[src/rtl/stopwatch_ctrl_pkg.sv]
// Shared definitions for the lab3 stopwatch controller: default sizing and mode-state encodings.
package stopwatch_ctrl_pkg;

  localparam int unsigned DEF_CNT_W   = 6;
  localparam int unsigned DEF_MAX_SEC = 59;
  localparam int unsigned DEF_MAX_MIN = 59;

  localparam logic [1:0] ST_RUN     = 2'd0;
  localparam logic [1:0] ST_PAUSE   = 2'd1;
  localparam logic [1:0] ST_ADJ_MIN = 2'd2;
  localparam logic [1:0] ST_ADJ_SEC = 2'd3;

endpackage

[src/rtl/stopwatch_ctrl_btn_sync_edge.sv]
// Two-flop synchroniser for a raw button pin with a rising-edge pulse taken from the synchronised level.
module btn_sync_edge (
  input  logic clk,
  input  logic rst_n,
  input  logic din,
  output logic level,
  output logic rise_c
);

  logic meta;
  logic prev;

  always_ff @(posedge clk or negedge rst_n) begin
    if (!rst_n) begin
      meta  <= 1'b0;
      level <= 1'b0;
      prev  <= 1'b0;
    end else begin
      meta  <= din;
      level <= meta;
      prev  <= level;
    end
  end

  assign rise_c = level & ~prev;

endmodule

[src/rtl/stopwatch_ctrl.sv]
// Stopwatch mode FSM (run / pause / adjust) owning the MM:SS registers and the adjust blink.
module stopwatch_ctrl
  import stopwatch_ctrl_pkg::*;
#(
  parameter int unsigned CNT_W   = DEF_CNT_W,
  parameter int unsigned MAX_SEC = DEF_MAX_SEC,
  parameter int unsigned MAX_MIN = DEF_MAX_MIN
) (
  input  logic             clk,
  input  logic             rst_n,
  input  logic             tick_1hz,
  input  logic             tick_2hz,
  input  logic             tick_fast,
  input  logic             btn_pause,
  input  logic             btn_adj,
  input  logic             btn_sel,
  input  logic             btn_clr,
  output logic [CNT_W-1:0] min,
  output logic [CNT_W-1:0] sec,
  output logic             blink,
  output logic             blink_sel,
  output logic             running
);

  localparam logic [CNT_W-1:0] SEC_TOP = CNT_W'(MAX_SEC);
  localparam logic [CNT_W-1:0] MIN_TOP = CNT_W'(MAX_MIN);

  logic pause_lvl, pause_rise_c;
  logic adj_lvl, adj_rise_c;
  logic sel_lvl, sel_rise_c;
  logic clr_lvl, clr_rise_c;
  logic unused_c;

  logic [1:0]       state, state_n;
  logic             paused, paused_n;
  logic [CNT_W-1:0] min_n, sec_n;
  logic             blink_n;
  logic             adj_next_c;

  btn_sync_edge u_pause (.clk(clk), .rst_n(rst_n), .din(btn_pause), .level(pause_lvl), .rise_c(pause_rise_c));
  btn_sync_edge u_adj   (.clk(clk), .rst_n(rst_n), .din(btn_adj),   .level(adj_lvl),   .rise_c(adj_rise_c));
  btn_sync_edge u_sel   (.clk(clk), .rst_n(rst_n), .din(btn_sel),   .level(sel_lvl),   .rise_c(sel_rise_c));
  btn_sync_edge u_clr   (.clk(clk), .rst_n(rst_n), .din(btn_clr),   .level(clr_lvl),   .rise_c(clr_rise_c));

  assign unused_c = ^{pause_lvl, adj_rise_c, sel_rise_c, clr_lvl};

  // Out-of-range values restart at zero rather than counting on.
  function automatic logic [CNT_W-1:0] inc_wrap(input logic [CNT_W-1:0] v, input logic [CNT_W-1:0] top);
    return (v >= top) ? '0 : v + CNT_W'(1);
  endfunction

  always_ff @(posedge clk or negedge rst_n) begin
    if (!rst_n) begin
      state     <= ST_RUN;
      paused    <= 1'b0;
      min       <= '0;
      sec       <= '0;
      blink     <= 1'b0;
      blink_sel <= 1'b0;
      running   <= 1'b1;
    end else begin
      state     <= state_n;
      paused    <= paused_n;
      min       <= min_n;
      sec       <= sec_n;
      blink     <= blink_n;
      blink_sel <= (state_n == ST_ADJ_SEC);
      running   <= (state_n == ST_RUN);
    end
  end

  always_comb begin
    state_n  = state;
    paused_n = paused;
    min_n    = min;
    sec_n    = sec;
    blink_n  = 1'b0;
    case (state)
      ST_RUN, ST_PAUSE: begin
        // Entering adjust takes precedence and swallows a coincident 1 Hz tick.
        if (adj_lvl) begin
          state_n = sel_lvl ? ST_ADJ_SEC : ST_ADJ_MIN;
        end else begin
          if ((state == ST_RUN) && tick_1hz) begin
            if (sec >= SEC_TOP) begin
              sec_n = '0;
              min_n = inc_wrap(min, MIN_TOP);
            end else begin
              sec_n = sec + CNT_W'(1);
            end
          end
          if (pause_rise_c) state_n = (state == ST_RUN) ? ST_PAUSE : ST_RUN;
        end
      end
      ST_ADJ_MIN, ST_ADJ_SEC: begin
        if (tick_2hz) begin
          if (state == ST_ADJ_SEC) sec_n = inc_wrap(sec, SEC_TOP);
          else                     min_n = inc_wrap(min, MIN_TOP);
        end
        blink_n = tick_fast ? ~blink : blink;
        if (!adj_lvl) state_n = paused ? ST_PAUSE : ST_RUN;
        else          state_n = sel_lvl ? ST_ADJ_SEC : ST_ADJ_MIN;
      end
      default: state_n = ST_RUN;
    endcase

    adj_next_c = (state_n == ST_ADJ_MIN) || (state_n == ST_ADJ_SEC);
    // The paused flag remembers where to return after adjust; it only moves outside adjust.
    if (!adj_next_c) begin
      paused_n = (state_n == ST_PAUSE);
      blink_n  = 1'b0;
    end
    if (clr_rise_c) begin
      min_n = '0;
      sec_n = '0;
    end
  end

endmodule

[config.mk]
export PLATFORM = sky130hd
export DESIGN_NAME = stopwatch_ctrl
export DESIGN_NICKNAME = d
export VERILOG_FILES = /design/src/rtl/stopwatch_ctrl_pkg.sv /design/src/rtl/stopwatch_ctrl_btn_sync_edge.sv /design/src/rtl/stopwatch_ctrl.sv
export SDC_FILE = /design/constraint.sdc
export NUM_CORES = 1
export LEC_CHECK = 0
export BUFFER_PORTS_ARGS = -buffer_cell sky130_fd_sc_hd__buf_2
export CELL_PAD_IN_SITES_DETAIL_PLACEMENT = 2
export CELL_PAD_IN_SITES_GLOBAL_PLACEMENT = 2
export CORE_MARGIN = 2
export CORE_UTILIZATION = 30
export DETAILED_ROUTE_END_ITERATION = 10
export PLACE_DENSITY_LB_ADDON = 0.1
export SYNTH_ARGS = -nofsm -noshare
export SYNTH_HDL_FRONTEND = slang
export SYNTH_SLANG_ARGS = --single-unit
[constraint.sdc]
create_clock -name clk -period 2.9 [get_ports clk]
set_input_delay 0.29 -clock clk [delete_from_list [all_inputs] [get_ports clk]]
set_output_delay 0.29 -clock clk [all_outputs]
set_load 0.02 [all_outputs]
=== Word level (Yosys, flattened, before mapping) ===
Cells that the tools add are included.

* Muxes and demuxes: 25
* $lt $le $gt $ge: 2
* Equality and inequality tests: 13
* Reductions and logical operators: 8
* $add $sub $neg: 2
* Bitwise operators: 5

{| class="wikitable"
|+ Operator list
! kind !! number
|-
| 2-to-1 mux 6 bit || 13
|-
| one-hot mux 6 bit (2 select lines) || 2
|-
| != test 3 bit, second input constant || 7
|-
| adder 6 x 1 -> 6 bit, second input constant || 2
|-
| >= comparator 6 bit, second input constant || 2
|-
| equality test 2 bit, second input constant || 4
|-
| 2-to-1 mux 1 bit || 6
|-
| 2-to-1 mux 2 bit || 3
|-
| AND reduction 5 bit || 1
|-
| equality test 2 x 1 -> 1 bit, second input constant || 2
|-
| logical NOT 2 bit || 2
|-
| one-hot mux 2 bit (2 select lines) || 1
|-
| AND reduction 4 bit || 1
|-
| OR reduction 2 bit || 2
|-
| NOT 1 bit || 3
|-
| AND 1 bit || 2
|-
| logical AND 1 bit || 1
|-
| logical OR 1 bit || 1
|}

* Word-level logic and storage cells: 72
* Output and inout port bits: 15
* Input port bits: 9
* Register bits: 28

=== Longest topological paths before layout ===
Gate-level depths: netlist (run 1).

* Depth after elaboration: 8
* Mapped depth: 5
* Depth with buffers taken out: 5

=== Cells and area by module ===
Synthesis (run 1) repeated with hierarchy kept, for this count alone.

* Cells, all modules: 102
* Area, all modules: 1263.7 sq um

{| class="wikitable"
|+ Modules (own cells, without submodules)
! module !! cells an instance !! seq. area each (sq um) !! area each (sq um) !! instances
|-
| stopwatch_ctrl || 86 || 451.7 || 908.4 || 1
|-
| btn_sync_edge || 4 || 75.1 || 88.8 || 4
|}

=== Worst setup path after synthesis (run 1) ===
OpenSTA, ideal clock, no wires.

* Path kind: reg2reg
* Start point: register sec[0]
* End point: register min[5]
* Path slack: 1.280 ns
* Cell stages (with the launch flop): 6
* Period minus slack after synthesis: 1.620 ns
* Arrival: 1.486 ns
* Path through: dfrtp_1 ha_1 o2111ai_1 o211ai_4 a41oi_1 a21oi_1

* Cells in the longest elaborated chain, start to end: 3

{| class="wikitable"
|+ RTL lines
! what !! RTL line !! source
|-
| from (decl) || stopwatch_ctrl.sv:19 || <nowiki>output logic [CNT_W-1:0] sec,</nowiki>
|-
| from (signal assigned) || stopwatch_ctrl.sv:65 || <nowiki>sec <= sec_n;</nowiki>
|-
| >= comparator 6 bit || stopwatch_ctrl.sv:85 || <nowiki>if (sec >= SEC_TOP) begin</nowiki>
|-
| != test 3 bit (no line) || - ||
|-
| AND reduction 5 bit (no line) || - ||
|-
| to (signal assigned) || stopwatch_ctrl.sv:64 || <nowiki>min <= min_n;</nowiki>
|-
| to (decl) || stopwatch_ctrl.sv:18 || <nowiki>output logic [CNT_W-1:0] min,</nowiki>
|}

No other way between the ends.
A chain may end at the register's enable or synchronous reset.

=== Worst setup path in the final report (run 1) ===
* Start point: register u_adj.level
* End point: register min[3]

* Cells in the longest elaborated chain, start to end: 2

{| class="wikitable"
|+ RTL lines
! what !! RTL line !! source
|-
| from (decl) || stopwatch_ctrl_btn_sync_edge.sv:6 || <nowiki>output logic level,</nowiki>
|-
| from (signal assigned) || stopwatch_ctrl_btn_sync_edge.sv:20 || <nowiki>level <= meta;</nowiki>
|-
| != test 3 bit (no line) || - ||
|-
| AND reduction 5 bit (no line) || - ||
|}

No other way between the ends.

==> results of run 1 <==
-- cell usage in the layout (no fill, tap or decap), types with 2 or more instances in the layout --
master	Yosys	layout
sky130_fd_sc_hd__a41oi_1	2	2
sky130_fd_sc_hd__clkbuf_8	0	3
sky130_fd_sc_hd__o2111ai_1	2	2
sky130_fd_sc_hd__buf_2	0	23
sky130_fd_sc_hd__o21ai_0	6	6
sky130_fd_sc_hd__mux2i_1	2	2
sky130_fd_sc_hd__nand3_1	4	4
sky130_fd_sc_hd__and3_1	3	3
sky130_fd_sc_hd__a21oi_1	2	2
sky130_fd_sc_hd__a22o_1	2	2
sky130_fd_sc_hd__dfrtp_1	27	27
sky130_fd_sc_hd__ha_1	2	2
sky130_fd_sc_hd__nor2_1	4	4
sky130_fd_sc_hd__nand2_1	5	5
sky130_fd_sc_hd__o2bb2ai_1	4	4
sky130_fd_sc_hd__nand2b_1	6	6
-- cells in the mapped netlist --
master | n | area, sq um
sky130_fd_sc_hd__dfrtp_1 | 27 | 676
sky130_fd_sc_hd__nand2b_1 | 6 | 37.5
sky130_fd_sc_hd__o21ai_0 | 6 | 30.0
sky130_fd_sc_hd__nand2_1 | 5 | 18.8
sky130_fd_sc_hd__nand3_1 | 4 | 20.0
sky130_fd_sc_hd__nor2_1 | 4 | 15.0
sky130_fd_sc_hd__o2bb2ai_1 | 4 | 35.0
sky130_fd_sc_hd__and3_1 | 3 | 18.8
sky130_fd_sc_hd__a21oi_1 | 2 | 10.0
sky130_fd_sc_hd__a22o_1 | 2 | 17.5
sky130_fd_sc_hd__a41oi_1 | 2 | 17.5
sky130_fd_sc_hd__ha_1 | 2 | 25.0
sky130_fd_sc_hd__mux2i_1 | 2 | 20.0
sky130_fd_sc_hd__o2111ai_1 | 2 | 17.5
sky130_fd_sc_hd__a221o_1 | 1 | 10.0
sky130_fd_sc_hd__a41o_1 | 1 | 10.0
sky130_fd_sc_hd__and2_2 | 1 | 7.51
sky130_fd_sc_hd__and2b_2 | 1 | 8.76
sky130_fd_sc_hd__and3_2 | 1 | 7.51
sky130_fd_sc_hd__and3_4 | 1 | 11.3
sky130_fd_sc_hd__clkbuf_2 | 1 | 5.00
sky130_fd_sc_hd__dfstp_2 | 1 | 26.3
sky130_fd_sc_hd__dlygate4sd3_1 | 1 | 10.0
sky130_fd_sc_hd__inv_1 | 1 | 3.75
sky130_fd_sc_hd__nand3_2 | 1 | 10.0
sky130_fd_sc_hd__nand3b_1 | 1 | 7.51
sky130_fd_sc_hd__nor2b_1 | 1 | 6.26
sky130_fd_sc_hd__o211ai_4 | 1 | 21.3
sky130_fd_sc_hd__o21ai_1 | 1 | 5.00
sky130_fd_sc_hd__o21bai_1 | 1 | 7.51
sky130_fd_sc_hd__or4b_4 | 1 | 13.8
sky130_fd_sc_hd__xnor2_1 | 1 | 8.76
sky130_fd_sc_hd__xor2_1 | 1 | 8.76
-- per-layer routing --
metal  global-route usage [%]  routed length (um)  vias to the layer above
met5                        0                   0                        -
met3                     2.04                  85                        2
met1                     17.0                1050                      395
li1                         -                   -                      379
met4                     3.13                  13                        0
met2                     22.1                1230                       15
-- logic make-up after synthesis --
logic type / after synthesis / share of synthesized area, %
compound gates: 23 / 15.8
xor+xnor: 2 / 1.53
fa+ha+maj: 2 / 2.18
buf+inv: 3 / 1.64
flops: 28 / 61.2
mux: 2 / 1.74
simple gates: 30 / 15.9
-- report_power, final --
group	internal, uW	switching [uW]	total [uW]	leakage, uW
registers	448	62.0	510	0.000346
clock network	185	119	304	0.0000357
logic	97.7	136	234	0.000285
-- metrics by stage --
stage	utilization (%)	total power (uW)	instances
floorplan	-	662	90
global route	37.7	1120	163
CTS	37.7	1080	163
finish	37.7	1050	163
detailed placement	35.7	759	159
global placement	35.7	752	159
-- final cells by class --
class / instances / area, sq um / area share [%]
sequential: 28 / 702 / 50.9
multi-input combinational: 59 / 427 / 30.9
timing repair buffer: 23 / 115 / 8.35
tap: 48 / 60.1 / 4.36
clock buffer: 3 / 41.3 / 2.99
clock inverter: 1 / 30.0 / 2.18
inverter: 1 / 3.75 / 0.272
-- worst paths after layout --
check,startpoint,to,slack (ns),cells past startpoint
max in group asynchronous,rst_n,u_sel.level,2.47,1
worst max register to register,u_adj.level,min[3],1.13,4
worst max-delay path,u_adj.level,min[3],1.13,4
worst min-delay path,rst_n,paused,0.03,1
min in group clk,btn_clr,u_clr.meta,0.12,1
worst min register to register,u_pause.meta,u_pause.level,0.36,0
==> results.txt, run 1 <==
- Status: finished, final reports clean
- DP Area: around 0.0013 sq mm
* Final GP Congestion: around 0.7
* Worst slew pin tran: around 0.63 ns
- For this block, the initial DRC count from the detailed router was 22.
- Of the available clock period, the critical path in the final layout requires between 60% and 70%.
- Total clock sinks: 28
* Layout cells sized above 1: 30.4%
* Effective utilization at floorplan: a little under a third
* Remaining routing DRC violations: 0
- The count of pins over their slew limit was 0.
* Mean post-synth cell area: approximately 13 sq um
- During synthesis, Yosys emitted a total of 0 warnings.
- Number of unique standard cell types used by synthesis: 33
- Traced cell by cell, the critical path runs through or4b_4 -> o211ai_4 -> nand3_2 -> o2bb2ai_1.
* Clock transition at the registers of the reported paths: 0.09 ns
* Number of cell rows: 22
- Hold/Removal Path Class: in2async
* Maximum clock frequency: 564 MHz
* Count of filler cells inserted in the layout: 393
- Count of TritonRoute iterations in the first routing pass: 2
* Vias in the first global route: about 900
- Headroom to the max-slew limit came out at about three fifths.
- Kind of end point of the critical path: flip-flop
- Between clock sinks in the finished design, the worst skew comes to 0.00217 ns.
- The clock reaches the later pin of the worst-skew pair after roughly 0.27 ns.
* Total Die Area: 0.00433 sq mm
- Data arrives at the worst endpoint at between 1.5 and 2 ns.
- For this run, the slowest stage of the critical path takes about 0.6 ns.
- Startpoint types: flip-flop
- Entering global routing, the biggest net connects 29 pins.
* ANT nets after route: 0
- Compared with the post-synthesis result, the final layout area differs by 20.2%.
* First-pass GRT wire length: around 4300 um
* Worst Setup Slack post-DPL: 1.12 ns
- Measured along the x axis, the die boundary spans between 60 and 70 um.
- Port buffering added 23 buffers.
* Average detailed-routed wire length per instance: 14.6 um
- Standard cell with the maximum stage delay on the critical path: sky130_fd_sc_hd__or4b_4
- Worst path top cell family by delay: simple AND/OR/NAND/NOR gates
* Total congestion overflow: 0
* Worst-case clock buffer depth: 2
* PnR worst setup slack: between 1 and 1.5 ns
- For this run, the total global-route usage over all layers was measured as ~13%.
* Root Driver: sky130_fd_sc_hd__clkbuf_8
- Registers with the highest flip-flop counts: min x6, sec x6, state x2
- Counting flops and latches in the post-synthesis netlist gives 28.
- Final setup violating endpoints: 0
- The core region is between 0.003 and 0.004 sq mm.
- Critical path required time: approximately 3.1 ns
* Detail Placement HPWL: 1790 um
- Once the clock tree was built, the setup fixing pass inserted 0 buffers.
* RSZ-0062 raised after global routing: false
- The tool flagged a number of max-cap violations equal to 0.
- Clock tree from TritonCTS: built
- Across all hold checks on the routed design, the worst slack comes to 0.0282 ns.
- Synth Net Count: slightly above 100
- Setup total negative slack on the finished layout was measured at 0 ns.
- Number of gates given a new drive strength after cts: 0
- Mapped cell area: around 0.0011 sq mm
- The hold violation total from the final report is 0.
- Ant. Diodes: 0
- Max Fanout on Critical Path: 9
- The worst path needs about 1.8 ns of the cycle, external delays included.
- The finished cells cover roughly 0.0014 sq mm.
- The final layout contains around 130 nets.
* Overall die height: roughly 66 um
- Vias per Instance: a little under 5
- Number of cells produced by synthesis: 90
- After synthesis, flip-flops and latches occupy between 60% and 70% of the total area.
- Type of the setup path with the least slack: reg2reg
* Hold_buf cts: 0
* Peak supply drop: 0.000283 V
- Pwr Density: roughly 760 mW/mm^2
* Initial antenna violation count: 0
- Summing over every cut layer, the via total after detailed routing is 791.
- Buf/Inv on CP: 0
- CTS built an H-tree with a depth of 1.
* WL final: ~2400 um
* Leakage power: between 0.0006 and 0.0007 uW
- 24 I/O pins were placed.
- Total clock buffers created by CTS: 3
Note: power is estimated with default switching activity, not from simulation.
==> run 2, diff against run 1 <==
==> constraint.sdc (replaced) <==
create_clock -name clk -period 1.7 [get_ports clk]
set_input_delay 0.17 -clock clk [delete_from_list [all_inputs] [get_ports clk]]
set_output_delay 0.17 -clock clk [all_outputs]
set_load 0.02 [all_outputs]
==> results.txt, run 2 (same netlist as run 1, synthesis figures left out) <==
- Worst slew pin tran: 0.612 ns (-0.0159 ns)
- Count of filler cells inserted in the layout: 381 (-3.1%)
- Fin nets: 143 (+13%)
- Register cell area after layout: 702 sq um (unchanged)
* Global-route usage over all layers: 13.4% (+0.51 points)
- The total CTS buffers was 3 (unchanged).
- The largest voltage drop on the vdd net came to 0.000528 V (+87%).
- Count of TritonRoute iterations in the first routing pass: 3 (+1)
* Effective utilization at floorplan: 31.3% (unchanged)
* Area Overhead vs Synth: 33.5%
- Final worst path period need: 1.65 ns (-0.122 ns)
- The setup clock skew after layout is 0.0102 ns (+0.00798 ns).
- Most frequent cells in the layout: sky130_fd_sc_hd__dfrtp_1, sky130_fd_sc_hd__buf_2, sky130_fd_sc_hd__buf_4
- The post-route worst hold slack is 0.263 ns (+0.235 ns).
- Clock tree from TritonCTS: built
- Max Fanout on Critical Path: 5 (-4)
- Detail Placement HPWL: 1940 um (+8.4%)
- The vias per cell came to 4.94 (+1.9%).
* PnR worst setup slack: 0.0493 ns (-1.08 ns)
- The buffer levels on the longest clock path was 2 (unchanged).
- Final hold violation count: 0 (unchanged)
- Status: finished, final reports clean
- The count of maximum capacitance violations was 0 (unchanged).
- Count of final max-slew check failures: 0 (unchanged)
- Total congestion overflow: 0 (unchanged)
- Average detailed-routed wire length per instance: 15.1 um (+3.5%)
- Core Box Area: 0.00366 sq mm (unchanged)
- The top-level I/O count is 24 (unchanged).
- The routed via count came to 885 (+12%).
- First-pass GRT wire length: 4280 um (+0.30%)
- Setup slack, reg-to-reg: 0.05 ns (-1.08 ns)
- The post-route DRC violation count came to 0 (unchanged).
* Leakage power: 0.000738 uW (+11%)
- Capture instance of the worst register-to-register path: min[1]
- The ratio of final minimum period to clock period came to 97.1% (+36 points).
* Die boundary width: 65.8 um (unchanged)
- ANT nets after route: 0 (unchanged)
- End point of the most critical hold path: blink
* Clk_lat worst skew: 0.29 ns (+0.02 ns)
- The overall routed net length is 2700 um (+14%).
- The worst setup path is launched from a flip-flop.
- By startpoint and endpoint, the worst setup path is classified as reg2reg.
- The number of buffers added on ports was 23 (unchanged).
- The worst reg-to-reg path cell count came to 4 (unchanged).
- Footprint of the multi-input gates: 454 sq um (+6.5%)
- The final-report setup violation count is 0 (unchanged).
- Pin count of the biggest net entering global routing: 29 (unchanged)
- Initial antenna violation count: 0 (unchanged)
* Layout cells sized above 1: 37.4% (+7.0 points)
* Pwr Density: 1220 mW/mm^2 (+61%)
- The iteration-0 DRC count of the detailed router came to 26 (+18%).
* Vias in the first global route: 904 (+1.5%)
- Root Driver: sky130_fd_sc_hd__clkbuf_8
- Hold Crit Start: tick_fast
- Total Die Area: 0.00433 sq mm (unchanged)
- The die outline height came to 65.8 um (unchanged).
- The clock-pin transition on the worst setup and hold timing paths is 0.11 ns (+0.02 ns).
- STA classifies the critical path endpoint as a flip-flop.
- Number of cell rows: 22 (unchanged)
- The required time of the critical path was 1.88 ns (-1.22 ns).
- Tightest slew margin relative to the limit: 59.2% (+1.1 points)
- RSZ-0062 raised after global routing: true
- Along the worst hold path, the cell count comes to 3.
- The maximum frequency from static timing analysis is 606 MHz (+7.4%).
- Registers with the highest flip-flop counts: min x6, sec x6, state x2
* Hold/Removal Path Class: in2reg
- Ant. Diodes: 0 (unchanged)
- The total chip power came to 1870 uW (+78%).
* Critical register-to-register path startpoint: state[1]
- The number of levels the H-tree was split into is 1 (unchanged).
* WP data arrival: 1.84 ns (-0.13 ns)
* Worst Setup Slack post-DPL: 0.0381 ns (-1.09 ns)
- Leaving out fill and tap cells, the most frequent cell in the layout is sky130_fd_sc_hd__dfrtp_1.
- Final GP Congestion: 0.789 (+12%)
- Total clock sinks: 28 (unchanged)
[run 2: cell count changes in the layout (fill, tap and decap cells not counted)]
cell                            before  now
sky130_fd_sc_hd__buf_4               0   10
sky130_fd_sc_hd__dlygate4sd3_1       0    5
sky130_fd_sc_hd__ha_1                2    1
sky130_fd_sc_hd__ha_2                0    1
sky130_fd_sc_hd__nand2_1             5    4
sky130_fd_sc_hd__nand2_2             0    1
sky130_fd_sc_hd__nand3_2             1    0
sky130_fd_sc_hd__nand3_4             0    1
sky130_fd_sc_hd__nor2_1              4    3
sky130_fd_sc_hd__nor2_2              0    1
sky130_fd_sc_hd__o211ai_2            0    1
sky130_fd_sc_hd__o21ai_0             6    4
sky130_fd_sc_hd__o21ai_1             1    3
[run 2: metrics by stage]
stage | cells | area, sq um | TNS [ns] | util [%]
CTS | 176 | 1490 | 0 | 40.8
global route | 179 | 1530 | -0.0631 | 41.8
finish | 179 | 1530 | 0 | 41.8
global placement | 167 | 1370 | 0 | 37.4
floorplan | 90 | 1150 | 0 | -
detailed placement | 167 | 1370 | 0 | 37.4
[run 2: layout make-up]
type	instances	area share [%]
Tap cell	48	3.92
Clock inverter	1	1.96
Timing Repair Buffer	38	15.7
Clock buffer	3	2.70
Multi-Input combinational cell	60	29.7
Sequential cell	28	45.8
Inverter	1	0.245
[run 2: worst max path at each step]
stage | from | end | slack, ns | depth (start not counted)
final | state[1] | min[1] | 0.05 | 4
after global routing | state[1] | sec[2] | -0.02 | 4
after CTS | sec[1] | min[3] | 0.03 | 6
after detailed placement | sec[1] | sec[4] | 0.04 | 6
after global placement | u_adj.level | sec[2] | 0.1 | 4
after floorplan | sec[0] | min[5] | 0.08 | 5
[run 2: timing repair]
action	4_1_cts	5_1_grt
pin swaps	0	2
hold endpoints to repair	31	0
gates cloned	0	1
resized for setup	2	4
hold buffers	5	0
endpoints found under the setup margin	4	9
buffers inserted	0	2
[run 2: layer usage]
layer,global-route usage (%),part of all wire (%),vias up,routed length [um]
met1,15.4,40,448,1090
met3,2.56,3.4,4,93
met2,24.1,55,19,1480
li1,-,-,414,-
met4,5.47,1.6,0,42
met5,0,0,-,0
[run 2: critical path, cell delays in order (launching register included)]
cell and delay [ns]:
sky130_fd_sc_hd__dfrtp_1 0.39, sky130_fd_sc_hd__or4b_4 0.59, sky130_fd_sc_hd__o211ai_4 0.29, sky130_fd_sc_hd__nor2_1 0.07, sky130_fd_sc_hd__a41o_1 0.21
[run 2: power breakdown]
group	internal (uW)	total, uW	switching, uW
combinational	207	469	262
sequential	764	858	94.3
clock	316	541	225
total	1290	1870	581
==> run 3, diff against run 2 <==
==> constraint.sdc (replaced) <==
create_clock -name clk -period 1.7 [get_ports clk]
set_input_delay 0.17 -clock clk [delete_from_list [all_inputs] [get_ports clk]]
set_output_delay 0.17 -clock clk [all_outputs]
set_load 0.1 [all_outputs]
==> results.txt, run 3 (same netlist as run 1, synthesis figures left out) <==
- The final instance area was 0.00152 sq mm (-0.49%).
* Kind of end point of the critical path: flip-flop
- The count of maximum capacitance violations is 0 (unchanged).
* Total congestion overflow: 0 (unchanged)
- Total clock buffers created by CTS: 3 (unchanged)
* TNS Setup: -0.0114 ns (-0.0114 ns)
* Final hold violation count: 0 (unchanged)
* Maximum clock skew at final layout: 0.00283 ns (-0.00732 ns)
* Setup slack, reg-to-reg: -0.01 ns (-0.06 ns)
* Worst-case clock buffer depth: 2 (unchanged)
* WP data arrival: 1.88 ns (+0.04 ns)
- The average routed wire per standard cell is 14.7 um (-2.9%).
- Initial antenna violation count: 0 (unchanged)
- The wire length of the first global-routing pass came to 4490 um (+4.7%).
- The largest registers in the layout are min x6, sec x6, state x2.
- The transition time at the pin with the least slew margin is 0.624 ns (+0.0116 ns).
- The minimum setup slack in the final design was -0.0114 ns (-0.0607 ns).
* Placed cell count: 166 (-0.60%)
- Type of the setup path with the least slack: reg2reg
- Fraction of power consumed by sequential logic: 40.7% (-5.3 points)
* Origin of the worst setup path: u_adj.level
- The global-route usage over all layers came to 13.8% (+0.44 points).
- H-Tree Depth: 1 (unchanged)
- Leakage power: 0.000713 uW (-3.3%)
* Share of total power in the clock network: 16.7% (-12 points)
- Die boundary width: 65.8 um (unchanged)
- RSZ-0062 raised after global routing: true
* Power Internal: 1160 uW (-9.8%)
* DP Area: 0.00139 sq mm (+1.4%)
- Critical register-to-register path startpoint: u_adj.level
- Number of standard cells in the layout, taps in and fillers out: 179 (unchanged)
- Switching part of the total: 47.0% (+16 points)
* Detail Placement HPWL: 1930 um (-0.62%)
- The worst reg-to-reg path cell count is 5 (+1).
- Number of top-level pins: 24 (unchanged)
* Pwr Density: 1440 mW/mm^2 (+18%)
- Peak supply drop: 0.000353 V (-33%)
- The iteration-0 DRC count of the detailed router came to 25 (-3.8%).
- The area enclosed by the die boundary came to 0.00433 sq mm (unchanged).
- Combinational power share: 42.6% (+18 points)
- Most common cell after layout, fill and taps aside: sky130_fd_sc_hd__buf_2
- Vias in the first global route: 966 (+6.9%)
* Layout cells sized above 1: 45.8% (+8.4 points)
- Status: finished with violations
* Effective utilization at floorplan: 31.3% (unchanged)
- Total clock sinks: 28 (unchanged)
- In this run the worst setup path terminates at min[1].
* Max Fanout on Critical Path: 6 (+1)
- The total number of nets in the final design is 143 (unchanged).
- Ant. Diodes: 0 (unchanged)
- Clk_lat worst skew: 0.27 ns (-0.02 ns)
- ANT nets after route: 0 (unchanged)
- Maximum clock frequency: 584 MHz (-3.5%)
- In this run the worst hold path is classified as in2reg.
* Fin crit share: 101% (+3.6 points)
- WL final: 2630 um (-2.9%)
- Clock transition at the registers of the reported paths: 0.09 ns (-0.02 ns)
- Startpoint types: flip-flop
* Tightest slew margin relative to the limit: 58.4% (-0.77 points)
- The post-route DRC violation count came to 0 (unchanged).
- Failing checks: setup timing
* Overall die height: 65.8 um (unchanged)
* Number of I/O port buffers: 23 (unchanged)
- Count of TritonRoute iterations in the first routing pass: 4 (+1)
- Count of final max-slew check failures: 0 (unchanged)
- Vias per Instance: 4.88 (-1.4%)
- Final GP Congestion: 0.793 (+0.49%)
- Number of cell rows: 22 (unchanged)
- The routed via count came to 873 (-1.4%).
* Critical path required time: 1.87 ns (about the same)
- TritonCTS built the clock tree.
* Capture instance of the worst register-to-register path: min[1]
* Root Driver: sky130_fd_sc_hd__clkbuf_8
- The final-report setup violation count was 1 (+1).
- Most frequent cells in the layout: sky130_fd_sc_hd__buf_2, sky130_fd_sc_hd__dfrtp_1, sky130_fd_sc_hd__dfrtp_2
* Final worst path period need: 1.71 ns (+0.0607 ns)
* Core Box Area: 0.00366 sq mm (unchanged)
* Switching power summed over all nets: 1030 uW (+77%)
- The maximum number of pins on one net before global-route repair was 29 (unchanged).
- Area Overhead vs Synth: 32.8%
## run 3: power groups by stage
stage,logic (uW),registers (uW),clock network [uW]
3_3_place_gp,901,900,0
2_1_floorplan,175,1450,0
6_report,934,892,365
5_1_grt,983,912,404
4_1_cts,922,895,385
3_5_place_dp,911,909,0
## run 3: how the worst min path moves through the flow
| stage | endpoint | depth (start not counted) | from |
|---|---|---|---|
| 2_1_floorplan | blink | 0 | rst_n |
| 3_3_place_gp | min[2] | 1 | rst_n |
| 3_5_place_dp | min[2] | 1 | rst_n |
| 4_1_cts | blink | 3 | tick_fast |
| 5_1_grt | blink | 3 | tick_fast |
| 6_report | blink | 3 | tick_fast |
## run 3: routing by layer
metal | track usage, % | vias up | part of all wire [%]
met5 | 0 | - | 0
met2 | 23.4 | 19 | 51
met3 | 2.56 | 4 | 3.1
met1 | 16.7 | 437 | 44
met4 | 7.03 | 0 | 1.8
li1 | - | 413 | -
## run 3: metrics by stage
stage               hold slack [ns]  utilization [%]  setup WS, ns  total power [uW]
floorplan                    -0.126                -      -0.00661              1620
finish                        0.269             41.6       -0.0114              2190
global placement              0.227             37.9        0.0564              1800
CTS                           0.265             40.5        0.0144              2200
detailed placement            0.232             37.9        0.0160              1820
global route                  0.271             41.6       -0.0638              2300
## run 3: what timing repair did
action | 4_1_cts | 5_1_grt
gates resized for setup | 0 | 6
hold buffers | 5 | 0
setup endpoints to repair | 2 | 9
pin swaps | 1 | 1
buffers inserted | 0 | 4
endpoints found under the hold margin | 31 | 0
## run 3: area by class of cell
class / count / area (sq um)
Clock buffer: 4 / 45.0
Fill cell: 400 / 2140
Inverter: 1 / 3.75
Multi-Input combinational cell: 59 / 438
Sequential cell: 28 / 722
Tap cell: 48 / 60.1
Timing Repair Buffer: 39 / 255
## run 3: critical path, stage by stage, from the launching register on
cell	delay, ns
sky130_fd_sc_hd__dfrtp_1	0.39
sky130_fd_sc_hd__or4b_4	0.57
sky130_fd_sc_hd__o211ai_4	0.29
sky130_fd_sc_hd__buf_6	0.14
sky130_fd_sc_hd__nor2_2	0.03
sky130_fd_sc_hd__a41o_1	0.19
